File: config.mk
export PLATFORM = sky130hd
export DESIGN_NAME = alu_op_sequencer
export DESIGN_NICKNAME = d
export VERILOG_FILES = /design/src/rtl/alu_seq_pkg.sv /design/src/rtl/alu_op_sequencer_mux.sv /design/src/rtl/alu_op_sequencer.sv
export SDC_FILE = /design/constraint.sdc
export NUM_CORES = 1
export LEC_CHECK = 0
export ABC_AREA = 1
export ABC_CLOCK_PERIOD_IN_PS = 4180
export BUFFER_PORTS_ARGS = -buffer_cell sky130_fd_sc_hd__buf_2
export CORE_MARGIN = 3
export CORE_UTILIZATION = 40
export DETAILED_ROUTE_END_ITERATION = 16
export PLACE_DENSITY_LB_ADDON = 0.08
export SYNTH_ARGS = -nofsm -noshare
export SYNTH_HDL_FRONTEND = slang
export SYNTH_SLANG_ARGS = --single-unit
File: constraint.sdc
create_clock -name CLK_SEQ -period 4.18 [get_ports CLK_SEQ]
set_input_delay 0.836 -clock CLK_SEQ [delete_from_list [all_inputs] [get_ports CLK_SEQ]]
set_output_delay 0.836 -clock CLK_SEQ [all_outputs]
set_load 0.02 [all_outputs]
File: src/rtl/alu_seq_pkg.sv
// ---------------------------------------------------------------------------
// alu_seq_pkg : shared state and unit encodings for the ALU op sequencer
// Revision    : 1.0
// ---------------------------------------------------------------------------
`default_nettype none

package alu_seq_pkg;

  typedef enum logic [1:0] {
    IDLE = 2'd0,
    WAIT = 2'd1,
    RESP = 2'd2
  } seq_state_t;

  localparam logic [1:0] UNIT_ARITH = 2'b00;
  localparam logic [1:0] UNIT_LOGIC = 2'b01;
  localparam logic [1:0] UNIT_CMP   = 2'b10;
  localparam logic [1:0] UNIT_SHIFT = 2'b11;

endpackage

`default_nettype wire

File: src/rtl/alu_op_sequencer_mux.sv
// ---------------------------------------------------------------------------
// alu_result_mux : picks flag, zero-extended result and carry of one ALU unit
// Revision       : 1.0
// ---------------------------------------------------------------------------
`default_nettype none

module alu_result_mux
  import alu_seq_pkg::*;
#(
  parameter int A_WIDTH   = 16,
  parameter int RES_WIDTH = 32,
  parameter int CMP_WIDTH = 3
) (
  input  logic [1:0]           unit_sel,
  input  logic                 arith_flag,
  input  logic                 logic_flag,
  input  logic                 cmp_flag,
  input  logic                 shift_flag,
  input  logic [RES_WIDTH-1:0] arith_res,
  input  logic                 carry,
  input  logic [A_WIDTH-1:0]   logic_res,
  input  logic [CMP_WIDTH-1:0] cmp_res,
  input  logic [A_WIDTH-1:0]   shift_res,
  output logic                 sel_flag,
  output logic [RES_WIDTH-1:0] sel_data,
  output logic                 sel_carry
);

  always_comb begin
    sel_flag  = 1'b0;
    sel_data  = '0;
    sel_carry = 1'b0;
    case (unit_sel)
      UNIT_ARITH: begin
        sel_flag  = arith_flag;
        sel_data  = arith_res;
        sel_carry = carry;
      end
      UNIT_LOGIC: begin
        sel_flag = logic_flag;
        sel_data = RES_WIDTH'(logic_res);
      end
      UNIT_CMP: begin
        sel_flag = cmp_flag;
        sel_data = RES_WIDTH'(cmp_res);
      end
      default: begin
        sel_flag = shift_flag;
        sel_data = RES_WIDTH'(shift_res);
      end
    endcase
  end

endmodule

`default_nettype wire

File: src/rtl/alu_op_sequencer.sv
// ---------------------------------------------------------------------------
// alu_op_sequencer : issues one op to the ALU, waits a fixed latency, returns
//                    the selected unit's result over a response handshake
// Revision         : 1.0
// ---------------------------------------------------------------------------
`default_nettype none

module alu_op_sequencer
  import alu_seq_pkg::*;
#(
  parameter int A_WIDTH   = 16,
  parameter int B_WIDTH   = 16,
  parameter int RES_WIDTH = A_WIDTH + B_WIDTH,
  parameter int CMP_WIDTH = 3,
  parameter int ALU_LAT   = 2,
  parameter int CNT_WIDTH = 16
) (
  input  logic                 CLK_SEQ,
  input  logic                 RST_SEQ,
  input  logic                 REQ_VALID,
  output logic                 REQ_READY,
  input  logic [A_WIDTH-1:0]   REQ_A,
  input  logic [B_WIDTH-1:0]   REQ_B,
  input  logic [3:0]           REQ_FUN,
  output logic [A_WIDTH-1:0]   A_OUT,
  output logic [B_WIDTH-1:0]   B_OUT,
  output logic [3:0]           FUN_OUT,
  input  logic                 ARITH_FLAG_IN,
  input  logic                 LOGIC_FLAG_IN,
  input  logic                 CMP_FLAG_IN,
  input  logic                 SHIFT_FLAG_IN,
  input  logic [RES_WIDTH-1:0] ARITH_IN,
  input  logic                 CARRY_IN,
  input  logic [A_WIDTH-1:0]   LOGIC_IN,
  input  logic [CMP_WIDTH-1:0] CMP_IN,
  input  logic [A_WIDTH-1:0]   SHIFT_IN,
  output logic                 RSP_VALID,
  input  logic                 RSP_READY,
  output logic [RES_WIDTH-1:0] RSP_DATA,
  output logic                 RSP_CARRY,
  output logic [1:0]           RSP_UNIT,
  output logic                 RSP_ERR,
  output logic [CNT_WIDTH-1:0] OP_CNT,
  output logic [CNT_WIDTH-1:0] ERR_CNT
);

  localparam logic [3:0] LAT_VAL = 4'(ALU_LAT);

  seq_state_t           state;
  seq_state_t           next_state;
  logic [3:0]           lat_cnt;
  logic                 accept;
  logic                 sample;
  logic                 handshake;
  logic                 sel_flag;
  logic [RES_WIDTH-1:0] sel_data;
  logic                 sel_carry;

  alu_result_mux #(
    .A_WIDTH   (A_WIDTH),
    .RES_WIDTH (RES_WIDTH),
    .CMP_WIDTH (CMP_WIDTH)
  ) u_mux (
    .unit_sel   (FUN_OUT[3:2]),
    .arith_flag (ARITH_FLAG_IN),
    .logic_flag (LOGIC_FLAG_IN),
    .cmp_flag   (CMP_FLAG_IN),
    .shift_flag (SHIFT_FLAG_IN),
    .arith_res  (ARITH_IN),
    .carry      (CARRY_IN),
    .logic_res  (LOGIC_IN),
    .cmp_res    (CMP_IN),
    .shift_res  (SHIFT_IN),
    .sel_flag   (sel_flag),
    .sel_data   (sel_data),
    .sel_carry  (sel_carry)
  );

  always_ff @(posedge CLK_SEQ or posedge RST_SEQ) begin
    if (RST_SEQ) state <= IDLE;
    else         state <= next_state;
  end

  always_comb begin
    next_state = state;
    accept     = 1'b0;
    sample     = 1'b0;
    case (state)
      IDLE: begin
        if (REQ_VALID) begin
          accept     = 1'b1;
          next_state = WAIT;
        end
      end
      WAIT: begin
        if (lat_cnt == LAT_VAL) begin
          sample     = 1'b1;
          next_state = RESP;
        end
      end
      RESP: begin
        if (RSP_READY) next_state = IDLE;
      end
      default: next_state = IDLE;
    endcase
  end

  // Handshake flags depend on registered state only.
  assign REQ_READY = (state == IDLE);
  assign RSP_VALID = (state == RESP);
  assign handshake = RSP_VALID && RSP_READY;

  always_ff @(posedge CLK_SEQ or posedge RST_SEQ) begin
    if (RST_SEQ) begin
      A_OUT     <= '0;
      B_OUT     <= '0;
      FUN_OUT   <= '0;
      lat_cnt   <= '0;
      RSP_DATA  <= '0;
      RSP_CARRY <= 1'b0;
      RSP_UNIT  <= '0;
      RSP_ERR   <= 1'b0;
    end else begin
      if (accept) begin
        A_OUT   <= REQ_A;
        B_OUT   <= REQ_B;
        FUN_OUT <= REQ_FUN;
        lat_cnt <= '0;
      end else if (state == WAIT) begin
        lat_cnt <= lat_cnt + 4'd1;
      end
      if (sample) begin
        RSP_DATA  <= sel_flag ? sel_data : '0;
        RSP_CARRY <= sel_flag & sel_carry;
        RSP_ERR   <= ~sel_flag;
        RSP_UNIT  <= FUN_OUT[3:2];
      end
    end
  end

  // Saturating statistics, cleared only by reset.
  always_ff @(posedge CLK_SEQ or posedge RST_SEQ) begin
    if (RST_SEQ) begin
      OP_CNT  <= '0;
      ERR_CNT <= '0;
    end else if (handshake) begin
      if (OP_CNT != '1)             OP_CNT  <= OP_CNT + CNT_WIDTH'(1);
      if (RSP_ERR && ERR_CNT != '1) ERR_CNT <= ERR_CNT + CNT_WIDTH'(1);
    end
  end

endmodule

`default_nettype wire

## Word-level counts from Yosys, hierarchy flattened

Cells that the tools add are included.
Widths: inputs -> output; s select.

| word-level totals | value |
|---|---|
| register bits | 110 |
| output and inout bits | 106 |
| input bits | 112 |

| operators by class | value |
|---|---|
| reduce and logical (&&, ||, !) cells | 8 |
| muxes and demuxes | 14 |
| bitwise gates (word level) | 2 |
| add/sub/neg operators | 3 |
| equal/unequal tests | 10 |

Operators by type and width:

| operator | count |
|---|---|
| $pmux 32 s3 | 1 |
| $add 16x1->16 const B | 2 |
| $mux 32 | 1 |
| $ne 16x16->1 const B | 2 |
| $mux 4 | 2 |
| $mux 2 | 3 |
| $pmux 2 s3 | 1 |
| $mux 1 | 5 |
| $add 4x1->4 const B | 1 |
| $eq 2x1->1 const B | 2 |
| $eq 2x2->1 const B | 2 |
| $eq 4x2->1 const B | 1 |
| $logic_not 2->1 | 2 |
| $ne 2x2->1 const B | 2 |
| $reduce_and 2->1 | 2 |
| $pmux 1 s3 | 1 |
| $reduce_and 3->1 | 1 |
| $logic_and 1x1->1 | 2 |
| $ne 2x1->1 const B | 1 |
| $reduce_bool 2->1 | 1 |
| $and 1x1->1 | 1 |
| $not 1->1 | 1 |

## Longest topological paths before layout

| depth | value |
|---|---|
| depth in word-level cells | 3 |
| depth in mapped cells | 10 |

## Hierarchy

A second synthesis with hierarchy kept.

| second synthesis, totals | value |
|---|---|
| cell total of the unflattened synthesis | 748 |
| area total of the unflattened synthesis | 5501.5 µm² |

By module, submodules not included:

| module | instances | area an instance (µm²) | seq. area each (µm²) | cells each |
|---|---|---|---|---|
| alu_op_sequencer | 1 | 4952.2 | 2752.6 | 629 |
| alu_result_mux | 1 | 549.3 | 0.0 | 119 |

## Least setup slack after synthesis

OpenSTA, ideal clock, no wires.

| timing | value |
|---|---|
| path kind | in2reg |
| start | in RSP_READY |
| end | reg ERR_CNT[2] |
| library setup time | 0.066 ns |
| arrival | 1.654 ns |
| slack | 2.460 ns |
| required time | 4.114 ns |
| cell stages on the path | 5 |
| cell sequence | nand3_1 -> inv_1 -> clkbuf_1 -> nand3_1 -> nand2_1 |

| on the way | value |
|---|---|
| longest elaborated chain between the ends | 2 |

Ends and longest elaborated chain:

| element | RTL line | source |
|---|---|---|
| from (decl) | alu_op_sequencer.sv:38 | `input logic RSP_READY,` |
| $logic_and 1x1->1 | alu_op_sequencer.sv:111 | `assign handshake = RSP_VALID && RSP_READY;` |
| $reduce_and 2->1 (no line) | - |  |
| to (signal assigned) | alu_op_sequencer.sv:148 | `if (RSP_ERR && ERR_CNT != '1) ERR_CNT <= ERR_CNT + CNT_WIDTH'(1);` |
| to (decl) | alu_op_sequencer.sv:44 | `output logic [CNT_WIDTH-1:0] ERR_CNT` |

No other way between the ends.
A chain may end at the register's enable or synchronous reset.

## Worst setup path in the final report

| timing | value |
|---|---|
| start | reg FUN_OUT[3] |
| end | reg RSP_ERR |

| on the way | value |
|---|---|
| longest elaborated chain between the ends | 3 |
| elaborated cells on any way between the ends | 5 |

Ends and longest elaborated chain:

| element | RTL line | source |
|---|---|---|
| from (decl) | alu_op_sequencer.sv:27 | `output logic [3:0] FUN_OUT,` |
| from (signal assigned) | alu_op_sequencer.sv:117 | `FUN_OUT <= '0;` |
| from (signal assigned) | alu_op_sequencer.sv:127 | `FUN_OUT <= REQ_FUN;` |
| $eq 2x2->1 (tied with other cells) | alu_op_sequencer_mux.sv:33 | `case (unit_sel)` |
| $pmux 1 s3 (*) | alu_op_sequencer_mux.sv:33 |  |
| $not 1->1 (*) | alu_op_sequencer.sv:135 | `RSP_ERR <= ~sel_flag;` |
| to (signal assigned) | alu_op_sequencer.sv:135 |  |
| to (decl) | alu_op_sequencer.sv:42 | `output logic RSP_ERR,` |

Mark *: on every way between the ends. The rest lies on a longest branch, timed or not.

==> flow_metrics.py <==
metrics = {
    "timing": {
        "skew_ns": 0.00693,
        "grt_setup_unrepaired": "no",
        "max_freq_mhz": 427,
        "setup_tns_ns": 0,
        "hold_viol": 0,
        "worst_slack_ns": 1.84,
        "fin_crit_sh_pct": 56.0,
        "whs_ns": 0.467,
        "slew_headroom_pct": 18.4,
        "drv_slew": 0,
        "layout_min_cycle_time_ns": 2.34,
        "setup_viol": 0,
        "worst_slew_pin_slew_ns": 1.22,
    },
    "logic_synthesis": {
        "ys_seq_elements": 110,
        "async_reset_ff_share_pct": 100,
        "yosysWarningCount": 0,
        "synth_common_cells": "370 x nand2_1, 110 x dfrtp_1, 46 x nand3_1",
        "ys_seq_area_share_pct": 50.6,
        "synth_ff_type": "dfrtp_1",
        "ys_types": 30,
        "synth_nets": 827,
        "synth_top_cell_by_area": "dfrtp_1",
        "synth_top_cell_area_share_pct": 50.6,
        "ys_top_cells_by_area": "dfrtp_1 51%, nand2_1 26%, nand3_1 4.2%",
        "synth_edf_count": 0,
        "netlist_instances": 711,
        "synthMostInstantiatedCell": "nand2_1",
        "synthesis.area_um2": 5440,
        "syn-mean-instance-area_um2": 7.66,
    },
    "clock_network": {
        "clockBufferDepth": 2,
        "cts-hold-fix-buffers": 0,
        "cts_setup_buffers": 0,
        "cts_max_level": 3,
        "clk_latency_ns": 0.34,
        "clk_pin_slew_worst_paths_ns": 0.07,
        "tritoncts": "yes",
        "cts_num_sinks": 110,
        "cts_made_buffers": 9,
        "cts-root-buf": "clkbuf_16",
        "postCtsResizedCells": 0,
    },
    "power": {
        "pwr_density_cell_nw_per_um2": 628,
        "p_sw_mw": 1.91,
        "total_power_mw": 4.36,
        "share_comb_of_total_power_pct": 42.1,
        "clockPowerShare_pct": 19.9,
        "power.leakage_nw": 3.98,
        "peakVddDrop_uv": 423,
        "intPower_mw": 2.46,
        "power_frac_seq_pct": 38.0,
        "p_sw_share_pct": 43.7,
    },
    "place": {
        "globalplace.congestion": 0.876,
        "dp_hpwl_um": 11200,
        "dp_worst_setup_slack_ns": 1.82,
        "portBuffers": 217,
    },
    "worst_setup_path": {
        "worstPathArrival_ns": 2.52,
        "worstSetupStartpointType": "flop",
        "crit_slowest_cell": "nor2_4",
        "crit_fanout": 34,
        "slowest_delay_ns": 0.66,
        "crit_buf_inv": 0,
        "cp_top_family": "simple AND/OR/NAND/NOR gates",
        "crit_path_end_kind": "flop",
        "crit_chain": "nor2_4 -> nand2_1 -> nand3_4 -> nand2_4 -> nor2_8 -> a21oi_1",
        "worstPathRequired_ns": 4.36,
        "crit_type": "flop to flop",
    },
    "grt": {
        "grt.overflow.total": 0,
        "grt_pass1_vias": 4966,
        "met2_usage_pct": 34.6,
        "grtUsageMet3_pct": 5.90,
        "grt_pass1_wl_um": 24400,
        "busiest_layer": "met2",
        "grt_usage_pct": 20.4,
        "grt_use_met1_pct": 25.9,
        "grt_max_degree": 111,
        "antenna_found_initial": 0,
    },
    "final_layout": {
        "drive_above_1_share_pct": 28.4,
        "num-fill-cells": 1260,
        "post-route-util_pct": 53.5,
        "fin_nets": 1032,
        "num_antenna_cells": 0,
        "area_growth_pct": 27.6,
    },
    "floorplanning": {
        "die_y_um": 123,
        "initial_utilization_pct": 41.9,
        "fp-row-count": 41,
        "core-area_um2": 13000,
        "dieArea_um2": 15000,
        "num_io_pins": 218,
        "die_w_um": 123,
    },
    "routing": {
        "avgViaCountPerCell": 4.78,
        "first_pass_iters": 6,
        "drt_wl_total_um": 15200,
        "avgRoutedWirePerCell_um": 13.9,
        "antenna_left": 0,
        "dr.first_iter.drc_count": 440,
        "route.detailed.drc": 0,
        "vias": 5227,
    },
    "min_path": {
        "hold_class": "flop to flop",
    },
    "job": {
        "drv_cap": 0,
    },
    "status": {
        "outcome": "complete, no violations",
    },
}
[flip-flops by register name, indices dropped and copies added, names as in the netlist]
| signal | flops |
|---|---|
| OP_CNT | 16 |
| lat_cnt | 4 |
| A_OUT | 16 |
| RSP_UNIT | 2 |
| RSP_DATA | 32 |
| state | 2 |
| B_OUT | 16 |
| RSP_ERR | 1 |
| RSP_CARRY | 1 |
| ERR_CNT | 16 |
| FUN_OUT | 4 |
[layout make-up]
type                       count  area, um2  area share, %
tap                          172        215           3.10
clock buffer                  11        243           3.50
sequential                   110       2750           39.6
timing repair buffer         221       1130           16.3
inverter                      34        130           1.87
clock inverter                 5       58.8          0.847
multi-input combinational    540       2410           34.8
[per-stage QoR]
step / cell area (um2) / instances
2_1_floorplan: 5440 / 711
3_5_place_dp: 6640 / 1077
5_1_grt: 6940 / 1093
4_1_cts: 6940 / 1093
3_3_place_gp: 6640 / 1077
6_report: 6940 / 1093
[power groups by stage]
stage	Combinational [mW]	Sequential [mW]	Clock (mW)
after floorplan	0.892	2.02	0
after global placement	1.84	1.66	0
after detailed placement	1.87	1.66	0
after CTS	1.86	1.66	0.893
after global routing	2.04	1.71	0.938
final	1.83	1.66	0.868
[final timing paths]
| path | to | cells after the start | slack, ns | from |
|---|---|---|---|---|
| max | RSP_ERR | 6 | 1.84 | FUN_OUT[3] |
| max reg2reg | RSP_ERR | 6 | 1.84 | FUN_OUT[3] |
| min in group asynchronous | RSP_DATA[26] | 3 | 0.61 | RST_SEQ |
| min | A_OUT[14] | 2 | 0.47 | A_OUT[14] |
| min reg2reg | A_OUT[14] | 2 | 0.47 | A_OUT[14] |
| max in group asynchronous | RSP_UNIT[1] | 3 | 3.09 | RST_SEQ |
[logic make-up (layout without fill, tap and decap cells)]
family | count (synthesis) | count (layout) | synth area share [%]
and+or+nand+nor | 508 | 508 | 39.7
DFF | 110 | 110 | 50.6
buffers and inverters | 61 | 271 | 5.10
AOI/OAI and AO/OA | 14 | 14 | 1.40
xor gates and xnor gates | 14 | 14 | 2.25
adders and majority gates | 4 | 4 | 0.920
[routing by layer]
layer	vias up	wire length [um]
li1	2635	-
met1	2406	6280
met2	177	7580
met3	9	1180
met4	0	127
met5	-	0
[cells in the final DEF, fill, tap and decap left out, drive strengths merged, types with 4 or more instances in the layout]
cell type,n
nand4,27
dfrtp,110
buf,221
ha,4
o21ai,11
nor2,43
xnor2,6
clkbuf,11
nand2,383
nand3,47
nand3b,6
inv,34
xor2,8
[worst reg2reg max path, cell delays in order, from the launching register on]
cell     delay (ns)
dfrtp_1        0.57
nor2_4         0.66
nand2_1        0.23
nand3_4        0.27
nand2_4        0.10
nor2_8         0.28
a21oi_1        0.07
No activity file was read; power rests on OpenSTA's default activity.
